<file path="src/rtl/ahb_mtimer.sv">
// ahb_mtimer: RISC-V machine timer (mtime/mtimecmp) behind a zero-wait-state AHB-Lite slave.
//
// Ports:
//   clk, rst        - system clock, synchronous active-high reset
//   hsel_i          - slave select
//   haddr_i         - byte address within the timer window
//   htrans_i        - transfer type; only NONSEQ/SEQ start a transfer
//   hwrite_i        - 1 = write
//   hsize_i         - 0 byte, 1 half, 2+ word
//   hwdata_i        - write data (data phase)
//   hready_i        - bus-wide HREADY
//   hrdata_o        - read data (data phase, combinational from latched address)
//   hreadyout_o     - always 1
//   hresp_o         - always 0 (OKAY)
//   timer_irq_o     - registered level interrupt: EN & (mtime >= mtimecmp)
//
// Register map (byte offsets): 0x00 CTRL (bit0 EN), 0x04 PRESCALE, 0x08 MTIME_LO,
// 0x0C MTIME_HI, 0x10 MTIMECMP_LO, 0x14 MTIMECMP_HI. Other offsets read 0, ignore writes.

module ahb_mtimer #(
    parameter int unsigned PRESCALE_W = 16,
    parameter int unsigned ADDR_W     = 8
) (
    input  logic              clk,
    input  logic              rst,
    input  logic              hsel_i,
    input  logic [ADDR_W-1:0] haddr_i,
    input  logic [1:0]        htrans_i,
    input  logic              hwrite_i,
    input  logic [2:0]        hsize_i,
    input  logic [31:0]       hwdata_i,
    input  logic              hready_i,
    output logic [31:0]       hrdata_o,
    output logic              hreadyout_o,
    output logic              hresp_o,
    output logic              timer_irq_o
);

    localparam int unsigned IdxW = ADDR_W - 2;

    localparam logic [IdxW-1:0] IdxCtrl   = IdxW'(0);
    localparam logic [IdxW-1:0] IdxPresc  = IdxW'(1);
    localparam logic [IdxW-1:0] IdxTimeLo = IdxW'(2);
    localparam logic [IdxW-1:0] IdxTimeHi = IdxW'(3);
    localparam logic [IdxW-1:0] IdxCmpLo  = IdxW'(4);
    localparam logic [IdxW-1:0] IdxCmpHi  = IdxW'(5);

    // Latched address phase
    logic              valid_q, valid_d;
    logic [ADDR_W-1:0] addr_q, addr_d;
    logic              write_q, write_d;
    logic [2:0]        size_q, size_d;

    // Timer state
    logic                  en_q, en_d;
    logic [PRESCALE_W-1:0] prescale_q, prescale_d;
    logic [PRESCALE_W-1:0] pcnt_q, pcnt_d;
    logic [63:0]           mtime_q, mtime_d;
    logic [63:0]           mtimecmp_q, mtimecmp_d;
    logic                  irq_q, irq_d;

    logic [IdxW-1:0] word_idx;
    logic [3:0]      byte_en;
    logic            wr_en;
    logic            tick;
    logic [63:0]     mtime_inc;
    logic [31:0]     rd_word;
    logic [31:0]     wr_base;
    logic [31:0]     wr_word;

    function automatic logic [31:0] merge_bytes(input logic [31:0] old_w,
                                                input logic [31:0] new_w,
                                                input logic [3:0]  be);
        logic [31:0] res;
        res = old_w;
        for (int i = 0; i < 4; i++) begin
            if (be[i]) begin
                res[i*8 +: 8] = new_w[i*8 +: 8];
            end
        end
        return res;
    endfunction

    assign word_idx = addr_q[ADDR_W-1:2];
    assign wr_en    = valid_q & write_q;

    // Byte lanes of the latched transfer; sizes above word behave as word.
    always_comb begin
        byte_en = 4'b0000;
        case (size_q)
            3'd0:    byte_en[addr_q[1:0]] = 1'b1;
            3'd1:    byte_en = addr_q[1] ? 4'b1100 : 4'b0011;
            default: byte_en = 4'b1111;
        endcase
    end

    // Current register contents as seen by a read
    always_comb begin
        rd_word = 32'h0;
        case (word_idx)
            IdxCtrl:   rd_word = {31'h0, en_q};
            IdxPresc:  rd_word = 32'(prescale_q);
            IdxTimeLo: rd_word = mtime_q[31:0];
            IdxTimeHi: rd_word = mtime_q[63:32];
            IdxCmpLo:  rd_word = mtimecmp_q[31:0];
            IdxCmpHi:  rd_word = mtimecmp_q[63:32];
            default:   rd_word = 32'h0;
        endcase
    end

    assign tick      = en_q && (pcnt_q == prescale_q);
    assign mtime_inc = mtime_q + 64'(tick);

    // Partial writes to mtime merge onto the post-tick value so the unwritten bytes
    // (and the other half, via carry) still advance.
    always_comb begin
        wr_base = rd_word;
        if (word_idx == IdxTimeLo) begin
            wr_base = mtime_inc[31:0];
        end else if (word_idx == IdxTimeHi) begin
            wr_base = mtime_inc[63:32];
        end
    end

    assign wr_word = merge_bytes(wr_base, hwdata_i, byte_en);

    always_comb begin
        en_d       = en_q;
        prescale_d = prescale_q;
        pcnt_d     = pcnt_q;
        mtime_d    = mtime_inc;
        mtimecmp_d = mtimecmp_q;

        if (en_q) begin
            pcnt_d = tick ? '0 : pcnt_q + 1'b1;
        end

        if (wr_en) begin
            case (word_idx)
                IdxCtrl:   en_d = wr_word[0];
                IdxPresc: begin
                    prescale_d = wr_word[PRESCALE_W-1:0];
                    pcnt_d     = '0;
                end
                IdxTimeLo: mtime_d[31:0]     = wr_word;
                IdxTimeHi: mtime_d[63:32]    = wr_word;
                IdxCmpLo:  mtimecmp_d[31:0]  = wr_word;
                IdxCmpHi:  mtimecmp_d[63:32] = wr_word;
                default: ;
            endcase
        end

        // Compare uses pre-update values, giving one cycle of latency to the pin.
        irq_d = en_q && (mtime_q >= mtimecmp_q);

        valid_d = hsel_i & htrans_i[1] & hready_i;
        addr_d  = haddr_i;
        write_d = hwrite_i;
        size_d  = hsize_i;
    end

    always_ff @(posedge clk) begin
        if (rst) begin
            valid_q    <= 1'b0;
            addr_q     <= '0;
            write_q    <= 1'b0;
            size_q     <= 3'd0;
            en_q       <= 1'b0;
            prescale_q <= '0;
            pcnt_q     <= '0;
            mtime_q    <= 64'h0;
            mtimecmp_q <= 64'hFFFF_FFFF_FFFF_FFFF;
            irq_q      <= 1'b0;
        end else begin
            valid_q    <= valid_d;
            addr_q     <= addr_d;
            write_q    <= write_d;
            size_q     <= size_d;
            en_q       <= en_d;
            prescale_q <= prescale_d;
            pcnt_q     <= pcnt_d;
            mtime_q    <= mtime_d;
            mtimecmp_q <= mtimecmp_d;
            irq_q      <= irq_d;
        end
    end

    assign hrdata_o    = (valid_q && !write_q) ? rd_word : 32'h0;
    assign hreadyout_o = 1'b1;
    assign hresp_o     = 1'b0;
    assign timer_irq_o = irq_q;

endmodule
</file>
<file path="config.mk">
export PLATFORM = sky130hd
export DESIGN_NAME = ahb_mtimer
export DESIGN_NICKNAME = d
export VERILOG_FILES = /design/src/rtl/ahb_mtimer.sv
export SDC_FILE = /design/constraint.sdc
export NUM_CORES = 1
export LEC_CHECK = 0
export BUFFER_PORTS_ARGS = -buffer_cell sky130_fd_sc_hd__clkbuf_2
export CORE_MARGIN = 10
export CORE_UTILIZATION = 35
export DETAILED_ROUTE_END_ITERATION = 8
export HOLD_SLACK_MARGIN = 0.15
export SLEW_MARGIN = 20
export SYNTH_ARGS = -nofsm -noshare
export SYNTH_HDL_FRONTEND = slang
export SYNTH_SLANG_ARGS = --single-unit
</file>
<file path="constraint.sdc">
create_clock -name clk -period 11 [get_ports clk]
set_input_delay 2.2 -clock clk [delete_from_list [all_inputs] [get_ports clk]]
set_output_delay 2.2 -clock clk [all_outputs]
set_load 0.03 [all_outputs]
</file>
; Word-level counts from Yosys, hierarchy flattened
; Cells that the tools add are included.
[totals]
regBits = 175
[op_classes]
addsub = 2
eq_ne = 7
n_bitwise = 3
muxes = 19
magnitude_cmp = 3
n_reduce_logical = 11
[ops]
columns = cell, count
row1 = $pmux W32 S6, 1
row2 = $mux W32, 5
row3 = $add A64 B1 Y64, 1
row4 = $ge A64 B64 Y1, 1
row5 = $mux W16, 4
row6 = $mux W64, 1
row7 = $mux W8, 4
row8 = $add A16 B1 Y16 const B, 1
row9 = $eq A16 B16 Y1, 1
row10 = $eq A6 B2 Y1 const B, 2
row11 = $eq A6 B3 Y1 const B, 2
row12 = $pmux W4 S2, 1
row13 = $reduce_and A2 Y1, 4
row14 = $eq A6 B1 Y1 const B, 1
row15 = $logic_not A6 Y1, 1
row16 = $logic_and A1 B1 Y1, 4
row17 = $mux W4, 1
row18 = $and A1 B1 Y1, 3
row19 = $eq A3 B1 Y1 const B, 1
row20 = $logic_not A3 Y1, 1
row21 = $lt A2 B3 Y1 const B, 1
row22 = $demux W1 S2, 1
row23 = $ge A2 B1 Y1 const B, 1
row24 = $logic_not A1 Y1, 1
row25 = $mux W1, 1

; Logic depth before layout (Yosys ltp)
[logic_depth]
word_depth = 8
ltp_mapped = 15
ltp_nobuf = 14

; Worst setup path after synthesis
; OpenSTA, ideal clock, no wires.
[synth_path]
kind = register -> output
start = register addr_q[2]
end = output port hrdata_o[14]
path_buffers = 5
t_arrival_ps = 2525
path_stages_with_launch = 9
slack_ps = 6275
cell_sequence = dfxtp_1 -> clkbuf_1 -> buf_1 -> clkbuf_1 -> buf_1 -> clkbuf_1 -> nand2_1 -> a21o_1 -> a21oi_1
[synth_between]
elab_chain_cells = 3
elab_cells_between_ends = 8
cone_classes = 5 x eq/ne / 2 x mux / 1 x reduce/logical
[synth_lines]
columns = element, line
row1 = start: declaration, 50  ; logic [ADDR_W-1:0] addr_q, addr_d;
row2 = start signal: assignment, 176  ; addr_q <= addr_d;
row3 = $eq A6 B3 Y1 (tied with other cells), 100  ; case (word_idx)
row4 = $pmux W32 S6 (*), 100
row5 = $mux W32 (*), 188  ; assign hrdata_o = (valid_q && !write_q) ? rd_word : 32'h0;
row6 = end: declaration, 33  ; output logic [31:0] hrdata_o,
; Every way passes the cells marked *; elsewhere a longest branch is shown, timed or not.

; Worst setup path in the final report
[layout_path]
start = register addr_q[7]
end = output port hrdata_o[8]
; Same word-level chain as after synthesis.

==> tab_implementation.tex <==
\begin{tabular}{lr}
\hline
Metric & Value \\
\hline
\multicolumn{2}{l}{\textbf{CTS}} \\
\quad Clock input transition at the sequential cells of the worst setup and hold paths & 80 ps \\
\quad Number of cells upsized or downsized after cts & 0 \\
\quad CTS Buf Count & 17 \\
\quad Clock latency reported for the late side of the worst-skew pair & 460 ps \\
\quad Post-cts hold buffer count & 0 \\
\quad Master cell of the clock root buffer & sky130\_fd\_sc\_hd\_\_clkbuf\_16 \\
\quad Maximum clock path buffer count & 2 \\
\quad CTS tree & built \\
\quad Num Clock Sinks & 175 \\
\quad Max H-tree Level & 4 \\
\quad Post-CTS Setup Bufs & 0 \\
\multicolumn{2}{l}{\textbf{Final layout}} \\
\quad Number of cells in the finished layout apart from fillers & 1961 \\
\quad Area of combinational cells with multiple inputs & 7330 um\^{}2 \\
\quad P\&R area growth vs syn & 12.3\% \\
\quad Final net count & 1624 \\
\quad Layout filler cell count & 3450 \\
\quad Layout cell share with drive strength beyond 1 & 12.5\% \\
\quad Post-layout util & 39.7\% \\
\quad Number of antenna repair diodes & 0 \\
\quad Register Area & 3510 um\^{}2 \\
\multicolumn{2}{l}{\textbf{Route}} \\
\quad 1st-pass router iterations & 6 \\
\quad Routed vias/inst & 5.97 \\
\quad Final routed DRC violation total & 0 \\
\quad Vias after detailed routing & 11709 \\
\quad Total wire length after detailed routing & 44700 um \\
\quad Avg WL per Cell & 22.8 um \\
\quad DRT antenna net count & 0 \\
\quad Starting DRC count in detailed routing & 1350 \\
\multicolumn{2}{l}{\textbf{Critical path}} \\
\quad Crit Reg-Reg Startpoint & prescale\_q[13] \\
\quad Top fanout value on the critical path & 16 \\
\quad Crit. Startpoint & addr\_q[7] \\
\quad Setup CP Type & register to output pin \\
\quad Worst reg2reg endpoint & mtime\_q[57] \\
\quad CP Capture Point & hrdata\_o[8] \\
\quad Max incr delay on CP & 800 ps \\
\quad Data required time at the worst endpoint & 8800 ps \\
\quad Data arrival, critical path & 3290 ps \\
\quad Reg-to-reg slack, setup & 6060 ps \\
\quad Critical Path, Cell by Cell & or4b\_1 > nor2\_2 > buf\_4 > nand2\_1 > a21oi\_1 > clkbuf\_2 \\
\quad Kind of launch point of the worst setup path & register \\
\quad Nature of the critical path endpoint & output pin \\
\quad Cell type of the slowest stage on the worst timing path & sky130\_fd\_sc\_hd\_\_nor2\_2 \\
\quad R2r worst-path depth & 13 \\
\multicolumn{2}{l}{\textbf{Synthesis}} \\
\quad Adder-cell share of the synthesized area & 7.33\% \\
\quad Top\_reg\_cell synth & sky130\_fd\_sc\_hd\_\_dfxtp\_1 \\
\quad Most area-hungry cell type in the Yosys netlist & sky130\_fd\_sc\_hd\_\_dfxtp\_1 \\
\quad Commonest cells in the netlist & sky130\_fd\_sc\_hd\_\_dfxtp\_1 (175), sky130\_fd\_sc\_hd\_\_nand2\_1 (141), sky130\_fd\_sc\_hd\_\_nor2\_1 (135) \\
\quad Xor-xnor portion of the synthesized cell area & 6.67\% \\
\quad Syn avg cell area & 7.79 um\^{}2 \\
\quad Synthesized-area fraction occupied by and/or/nand/nor cells & 22.3\% \\
\quad Post-Syn Nets & 1584 \\
\quad Total of flip-flops plus latches after synthesis & 175 \\
\quad Most frequent cell after synthesis & sky130\_fd\_sc\_hd\_\_dfxtp\_1 \\
\quad Yosys top cell area share & 30.6\% \\
\quad Share of synthesized area spent on multiplexers & 3.85\% \\
\quad Syn Inst Count & 1467 \\
\quad Main combinational cell family by area after synthesis & compound AO/OA/AOI/OAI gates \\
\quad Synth area leaders & sky130\_fd\_sc\_hd\_\_dfxtp\_1 (31\%), sky130\_fd\_sc\_hd\_\_ha\_1 (7.3\%), sky130\_fd\_sc\_hd\_\_nand2\_1 (4.6\%), sky130\_fd\_sc\_hd\_\_nor2\_1 (4.4\%), sky130\_fd\_sc\_hd\_\_a21oi\_1 (4.3\%) \\
\quad Complex-gate fraction of the synthesized area & 23.6\% \\
\quad Count of yosys warnings during synthesis & 0 \\
\quad Post-synthesis cell area & 11400 um\^{}2 \\
\quad Fraction of registers with async set or reset after synthesis & 0\% \\
\quad Library cells used by synthesis & 72 \\
\quad Number of synthesized flops with an enable pin & 0 \\
\quad Sequential share of the synthesized area & 30.6\% \\
\multicolumn{2}{l}{\textbf{Floorplan}} \\
\quad Initial core utilization & 35.3\% \\
\quad Placement row count & 66 \\
\quad DIE WIDTH & 201 um \\
\quad Placeable Area & 32400 um\^{}2 \\
\quad Number of top-level pins & 85 \\
\quad Die Area & 40300 um\^{}2 \\
\quad Chip Height & 201 um \\
\multicolumn{2}{l}{\textbf{GRT}} \\
\quad Vias in the first global route & 11315 \\
\quad Antenna violations before repair & 1 \\
\quad Largest net degree at the start of global routing & 81 \\
\quad Overall fraction of global-route tracks in use & 21.6\% \\
\quad Congestion Overflow GR & 0 \\
\quad Wire length of the first global-routing pass & 68700 um \\
\multicolumn{2}{l}{\textbf{Timing}} \\
\quad Top achievable clock speed & 0.182 GHz \\
\quad Count of final max-slew check failures & 0 \\
\quad Fin Hold WS & 484 ps \\
\quad Fin Clk Skew & 19.5 ps \\
\quad Final-layout setup total negative slack & 0 ps \\
\quad Actual transition at the worst max-transition pin & 1110 ps \\
\quad Headroom to the max-slew limit & 25.6\% \\
\quad Setup repair after global routing missed its margin & false \\
\quad Hold Vio Cnt, Final & 0 \\
\quad Period minus WS final & 5490 ps \\
\quad Final worst path period share & 49.9\% \\
\quad Setup Viol. Count Final & 0 \\
\quad Final setup slack of the worst path & 5510 ps \\
\multicolumn{2}{l}{\textbf{Placed design}} \\
\quad Final HPWL from detailed placement & 31800 um \\
\quad Buffers on Ports & 81 \\
\quad Placed cells & 1930 \\
\quad Placer's final routability congestion estimate & 0.955 \\
\quad Post-place setup slack & 6050 ps \\
\multicolumn{2}{l}{\textbf{Pwr}} \\
\quad Reported leakage power & 5.48 nW \\
\quad P per Cell Area & 107 nW/um\^{}2 \\
\quad Peak ir drop on the vdd network & 0.112 mV \\
\multicolumn{2}{l}{\textbf{Hold path}} \\
\quad Worst hold path class & register to register \\
\multicolumn{2}{l}{\textbf{Status}} \\
\quad Result of the run & complete, no violations \\
\multicolumn{2}{l}{\textbf{Flow run}} \\
\quad Max cap viols & 0 \\
\hline
\end{tabular}
[how the worst min path moves through the flow]
stage	end	from	slack (ps)	cells after the start
after global placement	mtimecmp_q[11]	mtimecmp_q[11]	450	2
after floorplan	mtimecmp_q[4]	mtimecmp_q[4]	440	2
after CTS	mtimecmp_q[7]	mtimecmp_q[7]	480	2
after detailed placement	mtimecmp_q[4]	mtimecmp_q[4]	460	2
after global routing	mtimecmp_q[7]	mtimecmp_q[7]	510	2
final	mtimecmp_q[4]	mtimecmp_q[4]	480	2
[cells in the final DEF, fill, tap and decap left out, drive strengths merged, types with 14 or more instances in the layout]
cell type / count
a21o: 19
xor2: 37
a21oi: 100
mux2: 30
nand4: 37
ha: 67
nor4: 22
o211ai: 21
nor2b: 19
xnor2: 50
a22o: 14
nand2: 141
clkbuf: 98
nor2: 135
a211oi: 27
buf: 26
dfxtp: 175
and3: 16
nor3: 38
inv: 86
nand3: 50
o31ai: 21
a22oi: 15
o22ai: 21
o21ai: 87
[area by class of cell]
cell class	count	share of cell area, %
sequential	175	27.3
clock buffer	18	3.34
inverter	80	2.34
multi-input combinational	1127	57.1
clock inverter	13	0.994
tap	442	4.31
timing repair buffer	106	4.64
[where the power goes]
group,internal [W],switching [W]
Clock,0.000316,0.000291
Sequential,0.000636,0.00000506
Combinational,0.0000374,0.0000915
Total,0.000989,0.000388
[critical path: cells and delay by family, from the launching register on]
family                 cells  cell delay, ps
and+or+nand+nor            3            1570
buffers and inverters      2             670
DFF                        1             320
AOI/OAI and AO/OA          1             250
[flip-flops by register name (all words and copies together) (netlist names)]
name and flops:
write_q 1, en_q 1, size_q 3, mtimecmp_q 64
addr_q 8, prescale_q 16, pcnt_q 16, mtime_q 64
timer_irq_o 1, valid_q 1
[through the flow]
step,power [W],instance area [um^2]
global route,0.00142,12800
CTS,0.00138,12800
global placement,0.000781,12300
detailed placement,0.000781,12300
finish,0.00138,12800
floorplan,0.000730,11400
[cells by family after synthesis]
group | Yosys count
flops | 175
xor+xnor | 87
simple gates | 521
fa+ha+maj | 67
compound gates | 411
mux | 39
buf+inv | 165
other cells | 2
[layer usage]
| metal | share of wire (%) | global-route usage, % | vias up |
|---|---|---|---|
| met3 | 8.4 | 3.79 | 127 |
| met4 | 4.3 | 10.0 | 2 |
| met5 | 0.038 | 0 | - |
| met2 | 45 | 34.6 | 589 |
| met1 | 42 | 27.8 | 5552 |
| li1 | - | - | 5439 |
Power figures use the tool's default switching activity.
